File: config.mk
export PLATFORM = sky130hd
export DESIGN_NAME = sys_array_feeder
export DESIGN_NICKNAME = d
export VERILOG_FILES = /design/src/rtl/sys_array_feeder.sv
export SDC_FILE = /design/constraint.sdc
export NUM_CORES = 1
export LEC_CHECK = 0
export CELL_PAD_IN_SITES_DETAIL_PLACEMENT = 1
export CELL_PAD_IN_SITES_GLOBAL_PLACEMENT = 2
export CORE_ASPECT_RATIO = 1.25
export CORE_MARGIN = 1
export CORE_UTILIZATION = 43
export CTS_BUF_LIST = sky130_fd_sc_hd__clkbuf_8
export DETAILED_ROUTE_END_ITERATION = 8
export DONT_BUFFER_PORTS = 1
export PLACE_DENSITY = 0.87
export SLEW_MARGIN = 20
export SYNTH_ARGS = -nofsm -noshare
export SYNTH_HDL_FRONTEND = slang
export SYNTH_SLANG_ARGS = --single-unit
File: constraint.sdc
create_clock -name clk -period 2.1 [get_ports clk]
set_clock_uncertainty 0.05 [all_clocks]
set_input_delay 0.21 -clock clk [delete_from_list [all_inputs] [get_ports clk]]
set_output_delay 0.21 -clock clk [all_outputs]
set_load 0.005 [all_outputs]
File: src/rtl/sys_array_feeder.sv
// sys_array_feeder: input skew stage for a systolic array.
// Accepts one ARRAY_L-lane vector per handshake, delays lane i by i cycles
// and drives the diagonal wavefront plus per-lane valid tags to the array.
// One matrix is framed per start command; the skew pipeline is drained
// before done pulses.
//
// Optional feature macro: FEEDER_OUT_REG_EN
//   defined   -> extra register on input_module/lane_tag, flush one cycle longer
//   undefined -> delay-line tails drive the outputs directly
//
// state    | meaning
// ---------+----------------------------------------------------------
// S_IDLE   | waiting for start; delay lines drain zeros
// S_STREAM | in_ready high; handshakes push data, otherwise bubbles
// S_FLUSH  | pushing zeros until the last vector leaves the last lane

module sys_array_feeder #(
  parameter int DATA_WIDTH = 8,
  parameter int ARRAY_L    = 4,
  parameter int COUNT_W    = 8
) (
  input  logic                          clk,
  input  logic                          reset_n,
  input  logic                          start,
  input  logic [COUNT_W-1:0]            num_vectors,
  input  logic                          in_valid,
  output logic                          in_ready,
  input  logic [DATA_WIDTH*ARRAY_L-1:0] in_data,
  output logic [DATA_WIDTH*ARRAY_L-1:0] input_module,
  output logic [ARRAY_L-1:0]            lane_tag,
  output logic                          busy,
  output logic                          done
);

`ifdef FEEDER_OUT_REG_EN
  localparam int FLUSH_LEN = ARRAY_L;
`else
  localparam int FLUSH_LEN = ARRAY_L - 1;
`endif
  // Keep the counter at least one bit wide even for a single-lane array.
  localparam int FCNT_W = (FLUSH_LEN < 1) ? 1 : $clog2(FLUSH_LEN + 1);

  typedef enum logic [1:0] {
    S_IDLE   = 2'd0,
    S_STREAM = 2'd1,
    S_FLUSH  = 2'd2
  } state_t;

  state_t                          state_q;
  state_t                          state_nxt;
  logic [COUNT_W-1:0]              remaining_q;
  logic [FCNT_W-1:0]               flush_cnt_q;
  logic                            hs;
  logic [DATA_WIDTH*ARRAY_L-1:0]   head_data;
  logic                            head_tag;
  logic [DATA_WIDTH*ARRAY_L-1:0]   tail_data;
  logic [ARRAY_L-1:0]              tail_tag;

  // Handshake derives from state only, so in_ready never depends on in_valid.
  assign hs        = in_valid && (state_q == S_STREAM);
  assign head_data = hs ? in_data : '0;
  assign head_tag  = hs;

  // State register.
  always_ff @(posedge clk or negedge reset_n) begin
    if (!reset_n) begin
      state_q <= S_IDLE;
    end else begin
      state_q <= state_nxt;
    end
  end

  // Next-state decode.
  always_comb begin
    state_nxt = state_q;
    case (state_q)
      S_IDLE: begin
        if (start) begin
          state_nxt = (num_vectors == '0) ? S_FLUSH : S_STREAM;
        end
      end
      S_STREAM: begin
        if (hs && (remaining_q == COUNT_W'(1))) begin
          state_nxt = S_FLUSH;
        end
      end
      S_FLUSH: begin
        if (flush_cnt_q == '0) begin
          state_nxt = S_IDLE;
        end
      end
      default: state_nxt = S_IDLE;
    endcase
  end

  // Moore outputs decoded from the state register.
  always_comb begin
    in_ready = 1'b0;
    busy     = 1'b0;
    done     = 1'b0;
    case (state_q)
      S_STREAM: begin
        in_ready = 1'b1;
        busy     = 1'b1;
      end
      S_FLUSH: begin
        busy = 1'b1;
        done = (flush_cnt_q == '0);
      end
      default: ;
    endcase
  end

  // Vector counter: latched on an accepted start, counts handshakes down to 0.
  always_ff @(posedge clk or negedge reset_n) begin
    if (!reset_n) begin
      remaining_q <= '0;
    end else if ((state_q == S_IDLE) && start) begin
      remaining_q <= num_vectors;
    end else if (hs && (remaining_q != '0)) begin
      remaining_q <= remaining_q - COUNT_W'(1);
    end
  end

  // Flush timer: loaded on entry to FLUSH, terminal count at zero.
  always_ff @(posedge clk or negedge reset_n) begin
    if (!reset_n) begin
      flush_cnt_q <= '0;
    end else if ((state_q != S_FLUSH) && (state_nxt == S_FLUSH)) begin
      flush_cnt_q <= FCNT_W'(FLUSH_LEN);
    end else if ((state_q == S_FLUSH) && (flush_cnt_q != '0)) begin
      flush_cnt_q <= flush_cnt_q - FCNT_W'(1);
    end
  end

  // Per-lane delay lines; lane g is g+1 registers deep, tags ride alongside.
  for (genvar g = 0; g < ARRAY_L; g++) begin : g_lane
    logic [DATA_WIDTH-1:0] data_sr [0:g];
    logic                  tag_sr  [0:g];

    // Head written every cycle (data, bubble or flush zero); stages shift on.
    always_ff @(posedge clk or negedge reset_n) begin
      if (!reset_n) begin
        for (int k = 0; k <= g; k++) begin
          data_sr[k] <= '0;
          tag_sr[k]  <= 1'b0;
        end
      end else begin
        data_sr[0] <= head_data[DATA_WIDTH*g +: DATA_WIDTH];
        tag_sr[0]  <= head_tag;
        for (int k = 1; k <= g; k++) begin
          data_sr[k] <= data_sr[k-1];
          tag_sr[k]  <= tag_sr[k-1];
        end
      end
    end

    assign tail_data[DATA_WIDTH*g +: DATA_WIDTH] = data_sr[g];
    assign tail_tag[g]                           = tag_sr[g];
  end

`ifdef FEEDER_OUT_REG_EN
  // Output retiming register; adds one cycle to every lane uniformly.
  always_ff @(posedge clk or negedge reset_n) begin
    if (!reset_n) begin
      input_module <= '0;
      lane_tag     <= '0;
    end else begin
      input_module <= tail_data;
      lane_tag     <= tail_tag;
    end
  end
`else
  assign input_module = tail_data;
  assign lane_tag     = tail_tag;
`endif

endmodule

Yosys cells after proc, flatten, opt, wreduce, memory -nomap -nowiden
Cells that the tools add are included.
{"block": "op_classes", "n_addsub": 2, "eq_ne": 5, "n_reduce_logical": 14, "n_mux": 13}
{"operator": "$mux W32", "n": 1}
{"operator": "$mux W8", "n": 2}
{"operator": "$mux W2", "n": 6}
{"operator": "$eq A8 B1 Y1 const B", "n": 1}
{"operator": "$logic_not A8 Y1", "n": 1}
{"operator": "$reduce_bool A8 Y1", "n": 1}
{"operator": "$sub A8 B1 Y8 const B", "n": 1}
{"operator": "$logic_and A1 B1 Y1", "n": 6}
{"operator": "$pmux W2 S3", "n": 1}
{"operator": "$reduce_bool A2 Y1", "n": 3}
{"operator": "$eq A2 B2 Y1 const B", "n": 2}
{"operator": "$logic_not A2 Y1", "n": 2}
{"operator": "$mux W1", "n": 3}
{"operator": "$eq A2 B1 Y1 const B", "n": 1}
{"operator": "$ne A2 B2 Y1 const B", "n": 1}
{"operator": "$reduce_or A2 Y1", "n": 1}
{"operator": "$sub A2 B1 Y2 const B", "n": 1}
{"block": "totals", "ff_bits": 96, "in_bits": 44, "elab_cells": 51, "out_inout_bits": 39}

Logic depth before layout (Yosys ltp)
Gate-level depths: netlist (run 1).
{"block": "depth", "depth_word": 8, "ltp_mapped": 9, "ltp_nobuf": 7}

Worst setup path after synthesis (run 1)
OpenSTA, ideal clock, no wires.
{"block": "synth_path", "path_type": "flip-flop to flip-flop", "from": "register state_q[1]", "to": "register remaining_q[5]", "slack_ns": 0.265, "path_stages_with_launch": 10, "arrival_ns": 1.653, "synth_period_minus_slack_ns": 1.835, "setup_ns": 0.132, "cell_sequence": "dfrtp_1 > inv_1 > ha_1 > buf_2 > and2_1 > clkbuf_1 > o311ai_1 > nor4_1 > xnor2_1 > o21ai_1"}
{"block": "synth_via", "elab_chain_len": 4, "elab_cells_between_ends": 7}
{"item": "start, declared", "line": "49", "source": "state_t state_q;"}
{"item": "start signal, assigned", "line": "69", "source": "state_q <= state_nxt;"}
{"item": "$eq A2 B1 Y1", "line": "60", "source": "assign hs = in_valid && (state_q == S_STREAM);"}
{"item": "$logic_and A1 B1 Y1", "line": "60"}
{"item": "named net head_tag", "line": "55", "source": "logic head_tag;"}
{"item": "$logic_and A1 B1 Y1", "line": "120", "source": "end else if (hs && (remaining_q != '0)) begin"}
{"item": "$reduce_bool A2 Y1 (no source line)"}
{"item": "end signal, assigned", "line": "119", "source": "remaining_q <= num_vectors;"}
{"item": "end signal, assigned", "line": "121", "source": "remaining_q <= remaining_q - COUNT_W'(1);"}
{"item": "end, declared", "line": "51", "source": "logic [COUNT_W-1:0] remaining_q;"}
The timed path passes the listed nets, and every way through them passes these cells.
A chain may end at the register's enable or synchronous reset.

Final worst setup path (run 1)
{"block": "layout_path", "from": "register remaining_q[2]", "to": "register flush_cnt_q[0]"}
{"block": "layout_via", "elab_chain_len": 7, "elab_cells_between_ends": 8}
{"item": "$eq A8 B1 Y1 (*)", "line": "83", "source": "if (hs && (remaining_q == COUNT_W'(1))) begin"}
{"item": "$logic_and A1 B1 Y1 (*)", "line": "83"}
{"item": "$mux W2 (*)", "line": "83"}
{"item": "$pmux W2 S3 (*)", "line": "76", "source": "case (state_q)"}
{"item": "$eq A2 B2 Y1 (*)", "line": "129", "source": "end else if ((state_q != S_FLUSH) && (state_nxt == S_FLUSH)) begin"}
{"item": "$logic_and A1 B1 Y1 (*)", "line": "129"}
{"item": "$mux W2 / $reduce_bool A2 Y1 (equally long branches)"}
{"item": "end signal, assigned", "line": "130", "source": "flush_cnt_q <= FCNT_W'(FLUSH_LEN);"}
{"item": "end signal, assigned", "line": "132", "source": "flush_cnt_q <= flush_cnt_q - FCNT_W'(1);"}
{"item": "end, declared", "line": "52", "source": "logic [FCNT_W-1:0] flush_cnt_q;"}
Mark *: on every way between the ends. The rest lies on a longest branch, timed or not.

==> results.sh, run 1 <==
export IMPL_finalSetupTns_ps=0
export IMPL_h_tree_depth=3
export IMPL_ys_ff_latch=96
export IMPL_arrival_ps=2200
export IMPL_synth_simple_gate_area_frac=0.119
export IMPL_status="finished with violations"
export IMPL_critPathSlowestCell="dfrtp_1"
export IMPL_die_area_um2=8140
export IMPL_avgSynthCellArea_um2=13.7
export IMPL_detail_route_wl_per_cell_um=17.1
export IMPL_cts_tree="yes"
export IMPL_final_cells=364
export IMPL_period_share=0.939
export IMPL_grt_max_degree=97
export IMPL_start_kind="flip-flop"
export IMPL_worstPathCellList="nor4_1 > buf_4 > a41oi_1 > a221oi_1 > nand3_1 > a21oi_1"
export IMPL_grt_util_all_layers=0.179
export IMPL_hold_viol=96
export IMPL_finalWorstSetupSlack_ps=128
export IMPL_drc=0
export IMPL_worst_setup_path_end_kind="flip-flop"
export IMPL_worst_path_buf_inv=1
export IMPL_synthesis_nets=297
export IMPL_die_w_um=80.9
export IMPL_dpl_cell_count=307
export IMPL_dp_hpwl_um=3850
export IMPL_cts_root_buf="clkbuf_8"
export IMPL_required_ps=2330
export IMPL_grt_pass1_vias=2024
export IMPL_nets=319
export IMPL_hold_worst_slack_ps=-507
export IMPL_worstMarginPinSlew_ps=873
export IMPL_cp_top_family="simple AND/OR/NAND/NOR gates"
export IMPL_ys_seq_area_frac=0.718
export IMPL_vdd_drop_max_mv=0.544
export IMPL_r2r_slack_ps=130
export IMPL_drv_slew=0
export IMPL_failed_checks="negative hold slack"
export IMPL_ys_types=34
export IMPL_drt_vias_per_instance=4.94
export IMPL_gp_congestion=0.826
export IMPL_drv_cap=0
export IMPL_slew_headroom=0.416
export IMPL_synth_compound_area_share=0.0367
export IMPL_period_minus_slack_ps=1970
export IMPL_drive_gt1_frac=0.0919
export IMPL_synth_cell_area_um2=3340
export IMPL_p_leak_nw=1.97
export IMPL_vias=1797
export IMPL_power_density_nw_per_um2=1130
export IMPL_antenna_found_initial=0
export IMPL_drt_pass1_iterations=4
export IMPL_worstPathMaxFanout=6
export IMPL_placed_area_um2=3270
export IMPL_clock_latency_ps=350
export IMPL_wirelength_um=6230
export IMPL_synth_area_mux_share=0.00449
export IMPL_cts_sinks=96
export IMPL_core_area_um2=7440
export IMPL_start_util=0.449
export IMPL_synthAdderAreaFrac=0.0299
export IMPL_slowest_delay_ps=460
export IMPL_pin_count=83
export IMPL_grt_overflow=0
export IMPL_max_clock_path_buffers=2
export IMPL_place_ws_ps=114
export IMPL_cts_buffers=9
export IMPL_synth_top_area_cell="dfrtp_1"
export IMPL_syn_inst=245
export IMPL_worstHoldPathType="primary input to asynchronous set/reset pin"
export IMPL_postCtsSetupRepairBufs=0
export IMPL_worstSetupPathType="flip-flop to flip-flop"
export IMPL_insertedDiodeCount=0
export IMPL_fin_area_um2=3870
export IMPL_yosysWarnings=0
export IMPL_fp_dieH_um=101
export IMPL_maxClockFrequency_mhz=507
export IMPL_rsz0062_at_grt="no"
export IMPL_synth_top_cell_area_share=0.718
export IMPL_drt_iter0_drc=60
export IMPL_synthTopCellsByArea="dfrtp_1 (72%), and3_1 (6.0%), buf_4 (5.6%)"
export IMPL_setup_viol=0
export IMPL_area_growth_pct=15.8
export IMPL_io_buffers=0
export IMPL_synth_top_family_by_area="simple AND/OR/NAND/NOR gates"
export IMPL_drtAntennaViolNets=0
export IMPL_clk_pin_slew_ps=100
export IMPL_grt_pass1_wl_um=10400
export IMPL_synth_xor_area_share=0.0157
export IMPL_fp_row_count=35
-- per-layer routing --
| metal | vias up | share of wire | GRT usage |
|---|---|---|---|
| li1 | 831 | - | - |
| met5 | - | 0 | 0 |
| met4 | 0 | 0.022 | 0.0769 |
| met1 | 908 | 0.38 | 0.205 |
| met3 | 12 | 0.034 | 0.0462 |
| met2 | 46 | 0.57 | 0.311 |
-- cells in the final DEF (no fill, tap or decap), types with 3 or more instances in the layout --
master and instances:
nor3_1 3, nor2_1 8, inv_1 8, o21ai_1 6
clkbuf_8 9, nand2_1 15, dlygate4sd3_1 41, buf_4 4
dfrtp_1 96, and3_1 32, nand3_1 3, xnor2_1 4
nor4_1 4, ha_1 8
-- through the flow --
step	power [mW]	util
final	4.36	0.520
after global routing	4.65	0.520
after CTS	4.40	0.517
after detailed placement	3.20	0.439
after global placement	3.15	0.439
after floorplan	3.06	-
-- registers in the layout, summed over array words and instances (netlist names) --
signal and count:
g_lane.data_sr 56, input_module 24, remaining_q 8, flush_cnt_q 2, g_lane.tag_sr 2, lane_tag 2, state_q 2
-- final cells by class --
type,instances,area (um2)
Fill cell,775,3570
Sequential cell,96,2400
Multi-Input combinational cell,107,699
Timing Repair Buffer,45,440
Clock buffer,9,124
Tap cell,92,115
Clock inverter,7,61.3
Inverter,8,30.0
-- repair_timing --
| action | in CTS | in global routing |
|---|---|---|
| hold endpoints to repair | 135 | 97 |
| setup endpoints to repair | 0 | 4 |
| hold buffers | 40 | 1 |
| resized for setup | 0 | 2 |
-- worst reg2reg max path: cells and delay by family, from the launching register on --
family | cells | cell delay (ps)
buffers and inverters | 1 | 200
DFF | 1 | 460
and+or+nand+nor | 2 | 600
AOI/OAI and AO/OA | 3 | 600
-- path summary, 6_finish.rpt --
kind,cells after the start,start,end
max,6,remaining_q[2]$_DFFE_PN0P_,flush_cnt_q[0]$_DFFE_PN0P_
min,0,reset_n,input_module[14]$_DFF_PN0_
max reg2reg,6,remaining_q[2]$_DFFE_PN0P_,flush_cnt_q[0]$_DFFE_PN0P_
min reg2reg,0,g_lane[3].data_sr[12]$_DFF_PN0_,input_module[28]$_DFF_PN0_
max in group asynchronous,0,reset_n,g_lane[3].data_sr[17]$_DFF_PN0_
min in group clk,1,in_data[31],g_lane[3].data_sr[31]$_DFF_PN0_
-- cell usage after synthesis --
master and n:
and3_1 32, o311ai_1 1, nor3_1 3, a21o_1 1, nand4_1 1, xnor2_1 4
buf_2 1, or3b_1 1, nor2_1 8, a21oi_1 2, ha_1 8, o21ai_2 1
o211ai_1 1, mux2_4 1, inv_1 8, nand2b_1 1, and2_0 1, a31oi_1 1
dfrtp_1 96, nand2_1 15, and2_1 2, nor2b_1 1, a41oi_1 1, xor2_1 2
clkbuf_1 8, nor4_1 4, a211oi_1 1, a221oi_1 1, buf_4 25, o31a_1 1
o21ai_0 2, o21ai_1 6, or4_4 1, nand3_1 3
-- power breakdown --
group	total, mW	internal [mW]	switching (mW)	leakage (nW)
logic	0.799	0.377	0.421	0.604
clock network	1.12	0.456	0.662	0.0940
registers	2.44	2.21	0.235	1.27
-- cells by family after synthesis --
kind of cell | after synthesis
AO/OA/AOI/OAI | 19
buffers and inverters | 42
AND/OR/NAND/NOR | 73
multiplexers | 1
XOR/XNOR | 6
adder cells (fa/ha/maj) | 8
flip-flops | 96
Note: power is estimated with default switching activity, not from simulation.
==> run 2: changes to the inputs <==
- ABC_AREA: default -> 1
- CORE_MARGIN: 1 -> 5
- CORE_UTILIZATION: 43 -> 42
- PLACE_DENSITY: 0.87 -> 0.88
==> results.sh, run 2 <==
export IMPL_synth_top_cell_area_share=0.689
export IMPL_core_area_um2=8190
export IMPL_worst_path_buf_inv=2
export IMPL_vias=1995
export IMPL_worstHoldPathType="primary input to asynchronous set/reset pin"
export IMPL_insertedDiodeCount=0
export IMPL_fp_dieH_um=112
export IMPL_power_density_nw_per_um2=1140
export IMPL_worst_setup_path_end_kind="flip-flop"
export IMPL_nFillCells=879
export IMPL_gp_congestion=0.754
export IMPL_setup_viol=0
export IMPL_ys_async_sr_fraction=1.00
export IMPL_hold_viol=96
export IMPL_start_util=0.426
export IMPL_detail_route_wl_per_cell_um=16.0
export IMPL_start_kind="flip-flop"
export IMPL_largest_register="g_lane.data_sr"
export IMPL_status="finished with violations"
export IMPL_vdd_drop_max_mv=0.427
export IMPL_multi_input_area_um2=693
export IMPL_grt_use_met3=0.0439
export IMPL_yosysMostFrequentCell="dfrtp_1"
export IMPL_antenna_found_initial=0
export IMPL_reg_largest_list="g_lane.data_sr (56), input_module (24), remaining_q (8)"
export IMPL_grt_busiest_layer="met2"
export IMPL_largest_reg_flops=56
export IMPL_cts_sinks=96
export IMPL_critPathSlowestCell="dfrtp_1"
export IMPL_fin_area_um2=4020
export IMPL_synthesis_nets=354
export IMPL_synthTopCellsByArea="dfrtp_1 (69%), buf_4 (5.4%), inv_1 (5.1%)"
export IMPL_ys_ff_latch=96
export IMPL_nets=378
export IMPL_rsz0062_at_grt="no"
export IMPL_yosysWarnings=0
export IMPL_worstPathMaxFanout=4
export IMPL_ys_types=25
export IMPL_grt_pass1_vias=2323
export IMPL_pin_count=83
export IMPL_grt_util_all_layers=0.143
export IMPL_cts_tree="yes"
export IMPL_synth_edff_count=0
export IMPL_ys_top_cells_by_count="dfrtp_1 (96), inv_1 (47), nor2_1 (45)"
export IMPL_period_minus_slack_ps=1720
export IMPL_drtAntennaViolNets=0
export IMPL_hold_worst_slack_ps=-523
export IMPL_ys_seq_area_frac=0.689
export IMPL_ctsResizeCount=0
export IMPL_cts_buffers=9
export IMPL_met2_usage=0.269
export IMPL_syn_inst=302
export IMPL_area_growth_pct=15.4
export IMPL_placed_area_um2=3420
export IMPL_drt_pass1_iterations=3
export IMPL_r2r_start="state_q[0]$_DFF_PN0_"
export IMPL_drc=0
export IMPL_cts_hold_buf=40
export IMPL_drv_slew=0
export IMPL_required_ps=2360
export IMPL_finalSetupTns_ps=0
export IMPL_worstSetupPathType="flip-flop to flip-flop"
export IMPL_cts_root_buf="clkbuf_8"
export IMPL_postCtsSetupRepairBufs=0
export IMPL_grt_overflow=0
export IMPL_h_tree_depth=3
export IMPL_worstPathCellList="inv_1 > ha_1 > inv_1 > nor2_1 > nor2_1 > nand2_1 > nand2_1 > nor2_1 > nand2_1 > nand2_1"
export IMPL_layout_common_cells="dfrtp_1 (96), inv_1 (47), nor2_1 (45)"
export IMPL_die_area_um2=10200
export IMPL_p_leak_nw=2.13
export IMPL_dp_hpwl_um=4320
export IMPL_grt_max_degree=97
export IMPL_clock_latency_ps=370
export IMPL_synth_cell_area_um2=3490
export IMPL_grtUsageMet1=0.143
export IMPL_maxClockFrequency_mhz=582
export IMPL_drv_cap=0
export IMPL_clk_pin_slew_ps=100
export IMPL_period_share=0.818
export IMPL_drive_gt1_frac=0.112
export IMPL_grt_pass1_wl_um=11100
export IMPL_finish_utilization=0.491
export IMPL_seqCellArea_um2=2400
export IMPL_fp_row_count=37
export IMPL_wirelength_um=6830
export IMPL_cp_top_family="simple AND/OR/NAND/NOR gates"
export IMPL_drt_iter0_drc=60
export IMPL_slew_headroom=0.773
export IMPL_die_w_um=91.5
export IMPL_slowest_delay_ps=430
export IMPL_startpoint="state_q[0]$_DFF_PN0_"
export IMPL_avgSynthCellArea_um2=11.6
export IMPL_arrival_ps=1980
export IMPL_max_clock_path_buffers=2
export IMPL_final_common_cell="dfrtp_1"
export IMPL_worstMarginPinSlew_ps=341
export IMPL_cp_common_cell="nand2_1"
export IMPL_io_buffers=0
export IMPL_synth_top_area_cell="dfrtp_1"
export IMPL_failed_checks="negative hold slack"
export IMPL_drt_vias_per_instance=4.66
export IMPL_synth_top_flop_cell="dfrtp_1"
-- run 2: cell count changes after synthesis, sizes merged, moves of 5 or more --
cell    previous run  this run
nor2               8        49
nand2             15        43
and3              32         0
inv                8        51
o211ai             1         7
clkbuf             8         3
-- run 2: kinds of logic after synthesis --
family          synth area share
compound gates            0.0362
simple gates               0.124
flops                      0.689
buf+inv                    0.113
fa+ha+maj                 0.0287
xor+xnor                  0.0100
-- run 2: cell type report --
class / count / share of cell area
sequential: 96 / 0.597
tap: 97 / 0.0302
clock buffer: 9 / 0.0308
inverter: 51 / 0.0482
multi-input combinational: 127 / 0.172
timing repair buffer: 41 / 0.101
clock inverter: 7 / 0.0202
-- run 2: layer usage --
metal / up-vias / wire length, um
li1: 918 / -
met1: 1019 / 2410
met2: 48 / 3980
met3: 10 / 315
met4: 0 / 122
met5: - / 0
-- run 2: path summary, 6_finish.rpt --
path	cells past startpoint	slack, ps	end
setup / recovery	10	380	flush_cnt_q[0]$_DFFE_PN0P_
hold / removal	0	-520	remaining_q[7]$_DFFE_PN0P_
setup reg to reg	10	380	flush_cnt_q[0]$_DFFE_PN0P_
hold reg to reg	0	290	g_lane[3].data_sr[21]$_DFF_PN0_
max in group asynchronous	0	2380	remaining_q[1]$_DFFE_PN0P_
min in group clk	4	40	remaining_q[7]$_DFFE_PN0P_
-- run 2: stage by stage --
step           setup WS, ps  power, mW  cells
5_1_grt                 183       4.91    428
4_1_cts                 355       4.68    428
6_report                382       4.60    428
3_5_place_dp            412       3.39    372
2_1_floorplan           666       3.23    302
3_3_place_gp            501       3.33    372
-- run 2: report_power, final --
group	total (mW)	leakage [nW]	switching [mW]	internal, mW
combinational	0.966	0.756	0.598	0.368
sequential	2.43	1.27	0.219	2.21
clock	1.20	0.104	0.723	0.477
total	4.60	2.13	1.54	3.06
==> run 3: changes to the inputs <==
- ABC_AREA: 1 -> 0
- CORE_UTILIZATION: 42 -> 43
- PLACE_DENSITY: 0.88 -> 0.87
- clock period: 2.1 -> 1.7 ns (I/O delays scaled with it)
==> results.sh, run 3 (synthesized netlist as in run 1, its figures left out) <==
export IMPL_clk_pin_slew_ps=100
export IMPL_start_kind="flip-flop"
export IMPL_finalSetupTns_ps=-752
export IMPL_drt_pass1_iterations=4
export IMPL_cts_buffers=9
export IMPL_io_buffers=0
export IMPL_power_frac_seq=0.518
export IMPL_power_density_nw_per_um2=1410
export IMPL_slew_headroom=0.385
export IMPL_largest_register="g_lane.data_sr"
export IMPL_clock_power_share=0.240
export IMPL_critPathSlowestCell="or4_4"
export IMPL_cts_sinks=96
export IMPL_largest_reg_flops=56
export IMPL_worstPathMaxFanout=4
export IMPL_hold_viol=96
export IMPL_dpl_cell_count=323
export IMPL_required_ps=1940
export IMPL_grt_pass1_vias=2173
export IMPL_setup_viol=9
export IMPL_status="finished with violations"
export IMPL_drive_gt1_frac=0.179
export IMPL_cts_root_buf="clkbuf_8"
export IMPL_power_switching_mw=1.78
export IMPL_rr_worst_depth=4
export IMPL_die_area_um2=9650
export IMPL_p_leak_nw=2.06
export IMPL_antenna_found_initial=0
export IMPL_detail_route_wl_per_cell_um=17.6
export IMPL_drv_cap=0
export IMPL_vdd_drop_max_mv=0.632
export IMPL_h_tree_depth=3
export IMPL_dp_hpwl_um=4250
export IMPL_r2r_start="remaining_q[2]$_DFFE_PN0P_"
export IMPL_worstHoldPathType="primary input to asynchronous set/reset pin"
export IMPL_fp_dieH_um=109
export IMPL_pin_count=83
export IMPL_arrival_ps=2060
export IMPL_gp_congestion=0.850
export IMPL_grt_pass1_wl_um=10800
export IMPL_hold_worst_slack_ps=-546
export IMPL_maxClockFrequency_mhz=549
export IMPL_insertedDiodeCount=0
export IMPL_switching_share=0.309
export IMPL_cts_tree="yes"
export IMPL_slowest_delay_ps=550
export IMPL_start_util=0.434
export IMPL_grtUsageMet1=0.164
export IMPL_core_area_um2=7700
export IMPL_r2r_slack_ps=-120
export IMPL_internal_power_mw=3.99
export IMPL_rsz0062_at_grt="yes"
export IMPL_combPwrFrac=0.242
export IMPL_fp_row_count=36
export IMPL_grt_util_all_layers=0.153
export IMPL_reg2reg_to="remaining_q[1]$_DFFE_PN0P_"
export IMPL_drc=0
export IMPL_vias=1902
export IMPL_area_growth_pct=22.0
export IMPL_reg_largest_list="g_lane.data_sr (56), input_module (24), remaining_q (8)"
export IMPL_grt_overflow=0
export IMPL_layout_common_cells="dfrtp_1 (96), dlygate4sd3_1 (42), and3_1 (32)"
export IMPL_wirelength_um=6770
export IMPL_worstSetupPathType="flip-flop to flip-flop"
export IMPL_final_cells=385
export IMPL_final_common_cell="dfrtp_1"
export IMPL_die_w_um=88.9
export IMPL_grt_use_met3=0.0305
export IMPL_drt_iter0_drc=41
export IMPL_failed_checks="negative hold slack, negative setup slack"
export IMPL_max_clock_path_buffers=2
export IMPL_finalWorstSetupSlack_ps=-121
export IMPL_grt_max_degree=97
export IMPL_period_minus_slack_ps=1820
export IMPL_worst_setup_path_end_kind="flip-flop"
export IMPL_grt_busiest_layer="met2"
export IMPL_worstPathCellList="or4_4 > o31a_1 > mux2_4 > o21ai_2"
export IMPL_drv_slew=0
export IMPL_met2_usage=0.280
export IMPL_drtAntennaViolNets=0
export IMPL_worstMarginPinSlew_ps=920
export IMPL_cts_hold_buf=42
export IMPL_drt_vias_per_instance=4.94
export IMPL_period_share=1.07
export IMPL_finalPower_mw=5.77
export IMPL_clock_latency_ps=350
export IMPL_nets=337
run 3: cell types whose count changed in the layout (fill, tap and decap cells not counted), sizes merged, moves of 3 or more:
| cell | change |
|---|---|
| and3 | +32 |
| o211ai | -6 |
| nor4 | +4 |
| and2 | +3 |
| nand3 | -3 |
| nor2 | -41 |
| xnor2 | +3 |
| o21ai | +4 |
| buf | +20 |
| inv | -44 |
| nand2 | -28 |
run 3: metrics by stage:
step,utilization,area (um2),setup slack (ps)
2_1_floorplan,-,3370,-71.2
3_3_place_gp,0.440,3390,-71.9
3_5_place_dp,0.440,3390,-171
4_1_cts,0.529,4070,-106
5_1_grt,0.530,4080,-167
6_report,0.530,4080,-121
run 3: worst max path at each step:
stage | from | end | slack [ps] | depth (start not counted)
after floorplan | remaining_q[2]$_DFFE_PN0P_ | remaining_q[1]$_DFFE_PN0P_ | -70 | 4
after global placement | remaining_q[2]$_DFFE_PN0P_ | flush_cnt_q[0]$_DFFE_PN0P_ | -70 | 7
after detailed placement | remaining_q[5]$_DFFE_PN0P_ | remaining_q[7]$_DFFE_PN0P_ | -170 | 5
after CTS | remaining_q[5]$_DFFE_PN0P_ | remaining_q[1]$_DFFE_PN0P_ | -110 | 4
after global routing | remaining_q[5]$_DFFE_PN0P_ | remaining_q[1]$_DFFE_PN0P_ | -170 | 4
final | remaining_q[2]$_DFFE_PN0P_ | remaining_q[1]$_DFFE_PN0P_ | -120 | 4
run 3: cell type report:
class / instances / area, um2
timing repair buffer: 63 / 578
clock inverter: 7 / 65.1
multi-input combinational: 107 / 763
clock buffer: 9 / 124
tap: 95 / 119
fill: 777 / 3620
sequential: 96 / 2400
inverter: 8 / 30.0
run 3: metal layers:
metal  up-vias  part of all wire
met1       966              0.36
met4         0             0.014
met2        58              0.58
li1        869                 -
met5         -                 0
met3         9             0.048
run 3: what timing repair did:
item / 4_1_cts / 5_1_grt
resized for setup: 7 / 3
buffers inserted: 4 / 0
endpoints found under the hold margin: 136 / 96
pin swaps: 5 / 4
setup endpoints to repair: 10 / 10
run 3: power by group through the flow:
stage / Sequential, mW / Combinational, mW / Clock (mW)
2_1_floorplan: 2.96 / 0.874 / 0
3_3_place_gp: 3.00 / 1.08 / 0
3_5_place_dp: 3.05 / 1.12 / 0
4_1_cts: 3.00 / 1.37 / 1.44
5_1_grt: 3.04 / 1.54 / 1.55
6_report: 2.99 / 1.40 / 1.38
run 3: critical path: cells and delay by family (launching register included):
family	cells	cell delay [ps]
multiplexers	1	320
AND/OR/NAND/NOR	1	550
AO/OA/AOI/OAI	2	420
flip-flops	1	420
